--- config.mk ---
export PLATFORM = sky130hd
export DESIGN_NAME = freelist
export DESIGN_NICKNAME = d
export VERILOG_FILES = /design/src/rtl/freelist_pkg.sv /design/src/rtl/freelist_ptr_adv.sv /design/src/rtl/freelist.sv
export SDC_FILE = /design/constraint.sdc
export NUM_CORES = 1
export LEC_CHECK = 0
export BUFFER_PORTS_ARGS = -buffer_cell sky130_fd_sc_hd__buf_2
export CORE_ASPECT_RATIO = 1.25
export CORE_UTILIZATION = 60
export DETAILED_ROUTE_END_ITERATION = 10
export PLACE_DENSITY = 0.77
export SLEW_MARGIN = 10
export SYNTH_ARGS = -nofsm -noshare
export SYNTH_HDL_FRONTEND = slang
export SYNTH_SLANG_ARGS = --single-unit
--- constraint.sdc ---
create_clock -name clock -period 11.65 [get_ports clock]
set_input_delay 1.165 -clock clock [delete_from_list [all_inputs] [get_ports clock]]
set_output_delay 1.165 -clock clock [all_outputs]
set_load 0.02 [all_outputs]
--- src/rtl/freelist_pkg.sv ---
// Shared defines for the physical-register freelist: register counts,
// derived widths and a small population-count helper.
package freelist_pkg;

  localparam int unsigned PREG_NUM = 64;
  localparam int unsigned ARCH_NUM = 32;
  localparam int unsigned PREG_W   = $clog2(PREG_NUM);
  localparam int unsigned DEPTH    = PREG_NUM - ARCH_NUM;
  localparam int unsigned IDX_W    = $clog2(DEPTH);
  localparam int unsigned PTR_W    = IDX_W + 1;

  typedef logic [PTR_W-1:0] ptr_t;

  // Number of asserted bits among two single-bit strobes.
  function automatic logic [1:0] cnt2(input logic a, input logic b);
    return {1'b0, a} + {1'b0, b};
  endfunction

endpackage

--- src/rtl/freelist_ptr_adv.sv ---
// Freelist pointer advance: adds 0, 1 or 2 to a wrap-bit pointer.
// The pointer is one bit wider than the array index, so plain modular
// addition toggles the wrap bit when the index crosses DEPTH-1 -> 0.
module freelist_ptr_adv
  import freelist_pkg::*;
#(
  parameter int unsigned W = PTR_W
) (
  input  logic [W-1:0] ptr,
  input  logic [1:0]   inc,
  output logic [W-1:0] ptr_nxt_c
);

  // Natural wrap modulo 2*DEPTH.
  assign ptr_nxt_c = ptr + W'(inc);

endmodule

--- src/rtl/freelist.sv ---
// Physical-register freelist for a two-wide rename stage.
// Circular flop array with a speculative head (rename), an architectural
// head (commit) and a tail (register release). A flush rewinds the
// speculative head to the architectural head.
// Optional feature macro: FREELIST_PERF_CNT_EN adds a 64-bit saturating
// stall counter output, freelist_stall_cnt.
module freelist
  import freelist_pkg::*;
#(
  parameter int unsigned PREG_NUM = freelist_pkg::PREG_NUM,
  parameter int unsigned ARCH_NUM = freelist_pkg::ARCH_NUM,
  parameter int unsigned DEPTH    = PREG_NUM - ARCH_NUM
) (
  input  logic                        clock,
  input  logic                        reset,
  input  logic                        instr0_freelist_req,
  input  logic                        instr1_freelist_req,
  output logic [$clog2(PREG_NUM)-1:0] instr0_freelist_resp,
  output logic [$clog2(PREG_NUM)-1:0] instr1_freelist_resp,
  output logic                        freelist_stall,
  input  logic                        commit0_free_valid,
  input  logic                        commit1_free_valid,
  input  logic [$clog2(PREG_NUM)-1:0] commit0_free_prd,
  input  logic [$clog2(PREG_NUM)-1:0] commit1_free_prd,
  input  logic                        commit0_alloc_valid,
  input  logic                        commit1_alloc_valid,
  input  logic                        flush_valid
`ifdef FREELIST_PERF_CNT_EN
  ,
  output logic [63:0]                 freelist_stall_cnt
`endif
);

  localparam int unsigned RW = $clog2(PREG_NUM);
  localparam int unsigned IW = $clog2(DEPTH);
  localparam int unsigned PW = IW + 1;

  logic [RW-1:0] mem [DEPTH];

  logic [PW-1:0] spec_head;
  logic [PW-1:0] arch_head;
  logic [PW-1:0] tail;
  logic [PW-1:0] spec_head_nxt;
  logic [PW-1:0] arch_head_nxt;
  logic [PW-1:0] tail_nxt;
  logic [PW-1:0] count;

  logic [1:0]    alloc_n;
  logic [1:0]    free_n;
  logic [1:0]    commit_n;

  logic [IW-1:0] spec_idx;
  logic [IW-1:0] spec_idx1;
  logic [IW-1:0] tail_idx;
  logic [IW-1:0] free1_idx;

  // Occupancy and stall come straight from registered pointers.
  assign count          = tail - spec_head;
  assign freelist_stall = (count < PW'(2));

  // Allocation responses read the array at the speculative head.
  assign spec_idx             = spec_head[IW-1:0];
  assign spec_idx1            = spec_idx + IW'(1);
  assign instr0_freelist_resp = mem[spec_idx];
  assign instr1_freelist_resp = instr0_freelist_req ? mem[spec_idx1] : mem[spec_idx];

  // Per-cycle advance amounts; a stalled cycle accepts nothing.
  assign alloc_n  = freelist_stall ? 2'd0 : cnt2(instr0_freelist_req, instr1_freelist_req);
  assign free_n   = cnt2(commit0_free_valid, commit1_free_valid);
  assign commit_n = cnt2(commit0_alloc_valid, commit1_alloc_valid);

  // Port 1 packs behind port 0 only when port 0 also frees.
  assign tail_idx  = tail[IW-1:0];
  assign free1_idx = commit0_free_valid ? (tail_idx + IW'(1)) : tail_idx;

  freelist_ptr_adv #(.W(PW)) u_spec_adv (
    .ptr       (spec_head),
    .inc       (alloc_n),
    .ptr_nxt_c (spec_head_nxt)
  );

  freelist_ptr_adv #(.W(PW)) u_arch_adv (
    .ptr       (arch_head),
    .inc       (commit_n),
    .ptr_nxt_c (arch_head_nxt)
  );

  freelist_ptr_adv #(.W(PW)) u_tail_adv (
    .ptr       (tail),
    .inc       (free_n),
    .ptr_nxt_c (tail_nxt)
  );

  // Pointer and array update; reset refills with the unmapped pregs.
  always_ff @(posedge clock or posedge reset) begin
    if (reset) begin
      spec_head <= '0;
      arch_head <= '0;
      tail      <= PW'(DEPTH);
      for (int i = 0; i < int'(DEPTH); i++) begin
        mem[i] <= RW'(ARCH_NUM + 32'(i));
      end
    end else begin
      arch_head <= arch_head_nxt;
      tail      <= tail_nxt;
      spec_head <= flush_valid ? arch_head_nxt : spec_head_nxt;
      if (commit0_free_valid) begin
        mem[tail_idx] <= commit0_free_prd;
      end
      if (commit1_free_valid) begin
        mem[free1_idx] <= commit1_free_prd;
      end
    end
  end

`ifdef FREELIST_PERF_CNT_EN
  // Counts cycles where rename wanted a register but was held off.
  always_ff @(posedge clock or posedge reset) begin
    if (reset) begin
      freelist_stall_cnt <= '0;
    end else if (freelist_stall && (instr0_freelist_req || instr1_freelist_req)
                 && (freelist_stall_cnt != '1)) begin
      freelist_stall_cnt <= freelist_stall_cnt + 64'd1;
    end
  end
`endif

endmodule

**Yosys cells after proc, flatten, opt, wreduce, memory -nomap -nowiden**

Index checks and enable logic that the tools add are counted.

- Register bits after elaboration: 210
- Bits in latches: 0
- Memory bits (writable): 0
- Bits in read-only memories: 0
- Input port bits: 21
- Output and inout bits: 13
- Logic and storage cells: 75
- Memories: 0

- Add/sub/neg operators: 9
- Multiply operators: 0
- Div/mod/pow operators: 0
- $lt $le $gt $ge: 7
- Equality and inequality tests: 0
- Shifts and indexed selects: 0
- Muxes and demuxes: 18
- Bitwise logic cells: 4
- Reduce and logical (&&, ||, !) cells: 2

Operators with widths:

| cell | number |
|---|---|
| 192-bit bitwise mux | 2 |
| 192-bit two-way mux | 2 |
| 6-bit binary-select mux with 5-bit select | 2 |
| 6-bit demux with 5-bit select | 2 |
| 6-bit two-way mux | 8 |
| 6-bit >= comparator (second input constant) | 4 |
| 5-bit inverter with 6-bit output | 4 |
| 6-bit by 2-bit adder with 6-bit output | 3 |
| 6-bit by 1-bit < comparator with 1-bit output (second input constant) | 2 |
| 5-bit by 1-bit adder with 5-bit output (second input constant) | 2 |
| 1-bit by 1-bit adder with 2-bit output | 3 |
| 6-bit by 2-bit < comparator with 1-bit output (second input constant) | 1 |
| 6-bit subtractor | 1 |
| 5-bit two-way mux | 1 |
| 1-bit logical AND | 2 |
| 2-bit two-way mux | 1 |

**Logic depth before layout (Yosys ltp)**

Gate-level depths: netlist of run 1.

- Depth after elaboration: 9
- Gate-level depth with buffers: 15

**Cells and area by module**

From an unflattened synthesis of run 1, not the netlist that was laid out.

- Cells, all modules: 1129
- Area total of the unflattened synthesis: 14630.3 µm²

Modules (own cells, without submodules):

| module | times used | cells each | area an instance (µm²) |
|---|---|---|---|
| freelist | 1 | 1096 | 14322.5 |
| freelist_ptr_adv | 3 | 11 | 102.6 |

**Worst setup path after synthesis of run 1**

No wires, ideal clock.

- Kind: register -> output
- From: reg spec_head[1]
- To: out freelist_stall
- Data arrival time: 2316 ps
- Data required time: 10485 ps
- Path slack: 8169 ps
- Stages on the path, launching flop included: 10
- Buffers on the path: 2
- Cells stage by stage: dfrtp_1 -> buf_2 -> buf_2 -> inv_1 -> fa_1 -> a21o_1 -> a21oi_1 -> mux2_2 -> o2111ai_1 -> inv_1

- Cells in the longest elaborated chain, start to end: 2

RTL lines:

| what | line | source |
|---|---|---|
| start, declared | freelist.sv:40 | `logic [PW-1:0] spec_head;` |
| start signal, assigned | freelist.sv:106 | `spec_head <= flush_valid ? arch_head_nxt : spec_head_nxt;` |
| 6-bit subtractor | freelist.sv:58 | `assign count = tail - spec_head;` |
| 6-bit by 2-bit < comparator with 1-bit output | freelist.sv:59 | `assign freelist_stall = (count < PW'(2));` |
| end, declared | freelist.sv:20 | `output logic freelist_stall,` |

No other way between the ends.

**Worst setup path in the final report of run 1**

- From: reg spec_head[0]
- To: out instr1_freelist_resp[4]

- Cells in the longest elaborated chain, start to end: 6
- Elaborated cells on any way between the ends: 10

RTL lines:

| what | line | source |
|---|---|---|
| 5-bit by 1-bit adder with 5-bit output | freelist.sv:63 | `assign spec_idx1 = spec_idx + IW'(1);` |
| 5-bit inverter with 6-bit output (implied by the code) | freelist.sv:65 | `assign instr1_freelist_resp = instr0_freelist_req ? mem[spec_idx1] : mem[spec_idx];` |
| 6-bit binary-select mux with 5-bit select | freelist.sv:65 |  |
| 6-bit two-way mux (implied by the code) (2 in series) | freelist.sv:65 |  |
| 6-bit two-way mux (*) | freelist.sv:65 |  |
| end, declared | freelist.sv:19 | `output logic [$clog2(PREG_NUM)-1:0] instr1_freelist_resp,` |

Every way passes the cells marked *; elsewhere a longest branch is shown, timed or not. The select of a mux whose other input is x is not followed.

==> results of run 1 <==
==> cells in the mapped netlist (28+ instances only) <==
| cell | number |
|---|---|
| dfstp_2 | 113 |
| a22oi_1 | 37 |
| buf_2 | 31 |
| mux2_2 | 338 |
| nand2_1 | 33 |
| mux4_2 | 54 |
| clkbuf_1 | 42 |
| mux2i_1 | 133 |
| dfrtp_1 | 97 |
| nand3_1 | 34 |
| nand4_1 | 29 |
| o21ai_0 | 28 |
==> cell usage in the layout (no fill, tap or decap), types with 23 or more instances in the layout <==
master / Yosys / final
dfstp_2: 113 / 113
a22oi_1: 37 / 37
nand2_1: 33 / 33
buf_2: 31 / 33
mux2i_1: 133 / 133
nand4_1: 29 / 29
dfrtp_1: 97 / 95
o21ai_0: 28 / 28
nand3_1: 34 / 34
clkbuf_16: 0 / 23
mux2_2: 338 / 338
mux4_2: 54 / 54
==> critical path: cells and delay by family, from the launching register on <==
family                 cells  cell delay [ns]
DFF                        1             0.34
buffers and inverters      2             0.87
AOI/OAI and AO/OA          2             0.88
and+or+nand+nor            3             1.42
==> cell type report <==
class / instances / area (um^2)
Clock buffer: 34 / 677
Clock inverter: 7 / 96.3
Fill cell: 1841 / 8190
Inverter: 23 / 93.8
Multi-Input combinational cell: 868 / 8860
Sequential cell: 210 / 5400
Tap cell: 325 / 407
Timing Repair Buffer: 42 / 233
==> routing by layer <==
layer / up-vias / track usage (%) / share of wire [%]
li1: 4509 / - / -
met5: - / 0 / 0
met2: 642 / 57.3 / 47
met4: 0 / 17.8 / 5.7
met1: 5467 / 46.0 / 38
met3: 180 / 6.93 / 9.2
==> sequential cells by signal, summed over array words and instances (netlist names) <==
register	count
mem	192
arch_head	6
spec_head	6
tail	6
==> kinds of logic after synthesis <==
group                    after synthesis
buffers and inverters                115
XOR/XNOR                              18
multiplexers                         528
AO/OA/AOI/OAI                        115
adder cells (fa/ha/maj)               19
AND/OR/NAND/NOR                      188
flip-flops                           210
==> report_power, final <==
part | internal, mW | switching, mW
clock network | 0.447 | 0.314
logic | 1.39 | 1.42
registers | 1.22 | 0.404
==> stage by stage <==
stage	utilization [%]	cell area, um^2	instances	hold slack [ns]	power, mW
after floorplan	-	14800	1193	0.438	3.68
after CTS	65.8	15800	1509	0.495	5.13
final	65.8	15800	1509	0.481	5.20
after detailed placement	62.6	15000	1468	0.483	4.36
after global routing	65.8	15800	1509	0.507	5.41
after global placement	62.6	15000	1468	0.468	4.28
==> worst paths after layout <==
check,from,end,slack (ns)
min in group asynchronous,reset,mem[74],0.83
hold / removal,arch_head[5],arch_head[5],0.48
setup / recovery,spec_head[0],instr1_freelist_resp[4],6.39
max in group asynchronous,reset,mem[13],9.33
hold reg to reg,arch_head[5],arch_head[5],0.48
setup reg to reg,spec_head[0],spec_head[4],7.69
==> metrics, run 1 <==
FF-to-FF path depth 14; die height 177 um; Post-DRT Antenna Nets 0; initial core utilization 61.7%; Setup Fix Bufs, Post-CTS 0; setup_tns 0 ns; vias 10800; Slew @ Worst Pin 1.19 ns; clk buf depth 3; Slew HR 20.9%; row cnt 63; adder-cell share of the synthesized area 1.81%; Hold Buf Count CTS 0; clock sink count 210; CP max FO 62; largest net degree at the start of global routing 137; asr flop ratio synth 100%; Worst EP required 10.49 ns; DRT Pass-1 Iters 5; CTS resizes 0; crit path launch type register; post-synthesis mux area share 43.2%; Reg clk slew, reported paths 0.07 ns; Overflow after GRT 0; WHS Path Cells 1; chip width 142 um; worst hold path class register to register; largest family of logic cells by synthesized area multiplexers; Final Setup Violations 0; H-tree Lvls 1; Synthesized Nets 1233; post-route setup slack 6.39 ns; final hold violation count 0; CTS tree built; vias per cell 7.16; critical setup path kind register to output port; PD cells 329 mW/mm^2; Final Critical Period 5.26 ns; fraction of final layout cells sized beyond drive strength 1 54.0%; diode count 0; Gate Count Post-Synth 1193; Final Wtd Congestion 0.950; mean post-synth cell area 12.4 um^2; first-pass GRT wire length 66.4 mm; Synth top area share 25.8%; HPWL after detailed placement 28.0 mm; Final Max Slew Viols 0; CP Cell Sequence buf_4 > and2_1 > a22oi_1 > nand3_1 > nand4_1 > a2111o_1 > buf_2; DP Worst Slack 7.01 ns; Detailed Route Iter0 Violations 1048; XOR/XNOR share of the synthesized area 1.27%; Area Growth Syn to Fin 6.69%; worst skew pair latency 0.53 ns; CP max stage cell and2_1; Yosys Warn Count 0; unrepaired setup endpoints after global routing no; root buf cell clkbuf_16; peak supply drop 217 uV; ys flop type dfstp_2; Num CTS Buffers 23; GRT Util Overall 35.6%; Port-buffer cells 33; Max Cap Viol 0; Mapped Area 0.0148 mm^2; outcome completed; Yosys top cell by area mux2_2; WL final 43.8 mm; post-synthesis compound-gate area fraction 5.57%; core area 0.0240 mm^2; Peak Freq 0.190 GHz; synth top area cells mux2_2, dfstp_2, dfrtp_1; skew final 0.00875 ns; final worst-path cycle share 45.1%; Setup crit end kind output port; Post-route DRC 0; Yosys reg bits 210; drt wl/cell 29.0 um; Post-Synth Simple-Gate Area 7.91%; initial antenna violation count 0; CP arrival 4.09 ns; Yosys cell types 60; vias in the first global route 10700; I/O pins 34; Seq/Total Area, Yosys 36.5%; Leak 6.30 nW; Final nets 1208; die area 0.0253 mm^2; max incr delay on CP 1.03 ns; number of synthesized flops with an enable pin 0
Power figures use the tool's default switching activity.
==> run 2: changes to the inputs <==
==> constraint.sdc (replaced) <==
create_clock -name clock -period 5.14 [get_ports clock]
set_input_delay 0.514 -clock clock [delete_from_list [all_inputs] [get_ports clock]]
set_output_delay 0.514 -clock clock [all_outputs]
set_load 0.02 [all_outputs]
==> run 2 against run 1 <==
Compared with the run above:
- non-clock buffer count increased by 6
- combinational power grew 130%
- critical path depth stayed put
- total power increased by 130%
- sequential share of layout area fell by 0.21 points
- clock power up 130%
- largest cell class unchanged
==> metrics, run 2 (same netlist as run 1, synthesis figures left out) <==
unrepaired setup endpoints after global routing no (unchanged); WL final 44.1 mm (was 43.8 mm); peak supply drop 589 uV (was 217 uV); chip width 142 um (unchanged); critical setup path kind register to output port (unchanged); Setup Fix Bufs, Post-CTS 0 (unchanged); CP max stage cell dfrtp_2 (was and2_1); Slew HR 23.6% (was 20.9%); GRT Util Overall 36.5% (was 35.6%); HPWL after detailed placement 29.4 mm (was 28.0 mm); root buf cell clkbuf_16 (unchanged); setup_tns 0 ns (unchanged); Reg2Reg Capture Point spec_head[4] (unchanged); I/O pins 34 (unchanged); commonest non-fill, non-tap cells in the layout mux2_2, mux2i_1, dfstp_2 (unchanged); max incr delay on CP 0.78 ns (was 1.03 ns); CP arrival 3.92 ns (was 4.09 ns); Post-DRT Antenna Nets 0 (unchanged); drt wl/cell 29.1 um (was 29.0 um); clk buf depth 3 (unchanged); Most flops, register mem (unchanged); worst skew pair latency 0.52 ns (was 0.53 ns); CP Cell Sequence buf_4 > nand3_1 > xnor2_2 > nand3_1 > o22ai_1 > a2111o_1 > buf_2 (was buf_4 > and2_1 > a22oi_1 > nand3_1 > nand4_1 > a2111o_1 > buf_2); Buf/Inv on CP 2 (unchanged); final worst-path cycle share 86.2%; skew final 0.0141 ns (was 0.00875 ns); R2R Path Start spec_head[2] (was spec_head[0]); largest delay contributor family on the critical path buffers and inverters (was simple AND/OR/NAND/NOR gates); Final Critical Period 4.43 ns; H-tree Lvls 1 (unchanged); Overflow after GRT 0 (unchanged); Slew @ Worst Pin 1.14 ns (was 1.19 ns); Detailed Route Iter0 Violations 1123 (was 1048); clock sink count 210 (unchanged); WP depth 7 (unchanged); core area 0.0240 mm^2 (unchanged); FF-to-FF path depth 13 (was 14); commonest non-fill, non-tap cell in the layout mux2_2 (unchanged); die height 177 um (unchanged); row cnt 63 (unchanged); Max Cap Viol 0 (unchanged); Worst EP required 4.63 ns (was 10.49 ns); die area 0.0253 mm^2 (unchanged); final hold violation count 0 (unchanged); Final Setup Violations 0 (unchanged); first-pass GRT wire length 68.0 mm (was 66.4 mm); crit path launch type register (unchanged); Reg clk slew, reported paths 0.06 ns (was 0.07 ns); Final Wtd Congestion 0.992 (was 0.950); CP max FO 41 (was 62); CTS tree built (unchanged); Reg2Reg Setup Slack 1.41 ns (was 7.69 ns); Post-route DRC 0 (unchanged); Final Max Slew Viols 0 (unchanged); Fillers 1865 (was 1841); Setup crit end kind output port (unchanged); Final nets 1215 (was 1208); number of flip-flops in the largest register 192 (unchanged); CTS resizes 0 (unchanged); cell mode on critical path nand3_1; initial antenna violation count 0 (unchanged); vias 10800 (about the same); Leak 6.35 nW (was 6.30 nW); DRT Pass-1 Iters 5 (unchanged); initial core utilization 61.7% (unchanged); Hold Buf Count CTS 0 (unchanged); vias in the first global route 11200 (was 10700); Port-buffer cells 33 (unchanged); vias per cell 7.10 (was 7.16); final core occ 66.2% (was 65.8%); Area Growth Syn to Fin 7.34% (was 6.69%); fraction of final layout cells sized beyond drive strength 1 54.0% (about the same); Peak Freq 0.226 GHz; Power, Total 11.9 mW (was 5.20 mW); worst hold path class input pin to asynchronous set/reset pin (was register to register); PD cells 752 mW/mm^2 (was 329 mW/mm^2); outcome completed (unchanged); Num CTS Buffers 24 (was 23); multi-input logic area 0.00886 mm^2 (unchanged); Reg area 0.00540 mm^2 (unchanged); diode count 0 (unchanged); largest net degree at the start of global routing 123 (was 137)
[run 2: cell types whose count changed in the layout (fill, tap and decap cells not counted)]
cell / before / now
clkbuf_16: 23 / 26
clkbuf_8: 6 / 2
inv_8: 1 / 0
inv_4: 1 / 0
buf_4: 9 / 13
clkbuf_1: 5 / 9
clkinvlp_4: 1 / 2
buf_12: 0 / 2
clkinv_2: 1 / 3
inv_6: 0 / 1
clkinv_4: 2 / 0
[run 2: area by class of cell]
type | count | area share [%]
inverters | 23 | 0.568
well taps | 325 | 2.56
flip-flops and latches | 210 | 34.0
clock buffers | 37 | 4.49
clock inverters | 7 | 0.576
repair buffers | 48 | 1.91
multi-input cells | 868 | 55.9
[run 2: worst max-delay path by stage]
stage / start / endpoint
after global routing: spec_head[0] / instr1_freelist_resp[0]
after floorplan: spec_head[1] / spec_head[4]
final: spec_head[0] / instr1_freelist_resp[0]
after detailed placement: spec_head[0] / instr1_freelist_resp[0]
after CTS: spec_head[0] / instr1_freelist_resp[0]
after global placement: spec_head[0] / instr1_freelist_resp[0]
[run 2: routing by layer]
metal | global-route usage [%] | routed length [um] | up-vias
met5 | 2.23 | 74 | -
met4 | 19.8 | 2510 | 2
met3 | 7.80 | 4190 | 187
met2 | 58.4 | 20600 | 620
met1 | 46.0 | 16700 | 5471
li1 | - | - | 4497
[run 2: power by group]
group	switching [mW]	leakage, nW	internal [mW]
registers	0.963	2.37	2.76
clock network	0.703	0.390	1.06
logic	3.26	3.59	3.18
[run 2: worst min-delay path: stages]
cell and delay (ns):
buf_2 0.11, clkinvlp_4 0.10, buf_12 0.41
[run 2: per-stage QoR]
| stage | cell area, um^2 | setup slack [ns] | std cells | hold WS (ns) |
|---|---|---|---|---|
| 3_5_place_dp | 15100 | 1.37 | 1474 | 0.467 |
| 5_1_grt | 15900 | 0.580 | 1518 | 0.221 |
| 4_1_cts | 15900 | 0.831 | 1518 | 0.192 |
| 2_1_floorplan | 14800 | 1.73 | 1193 | 0.438 |
| 3_3_place_gp | 15100 | 1.40 | 1474 | 0.467 |
| 6_report | 15900 | 0.710 | 1518 | 0.154 |
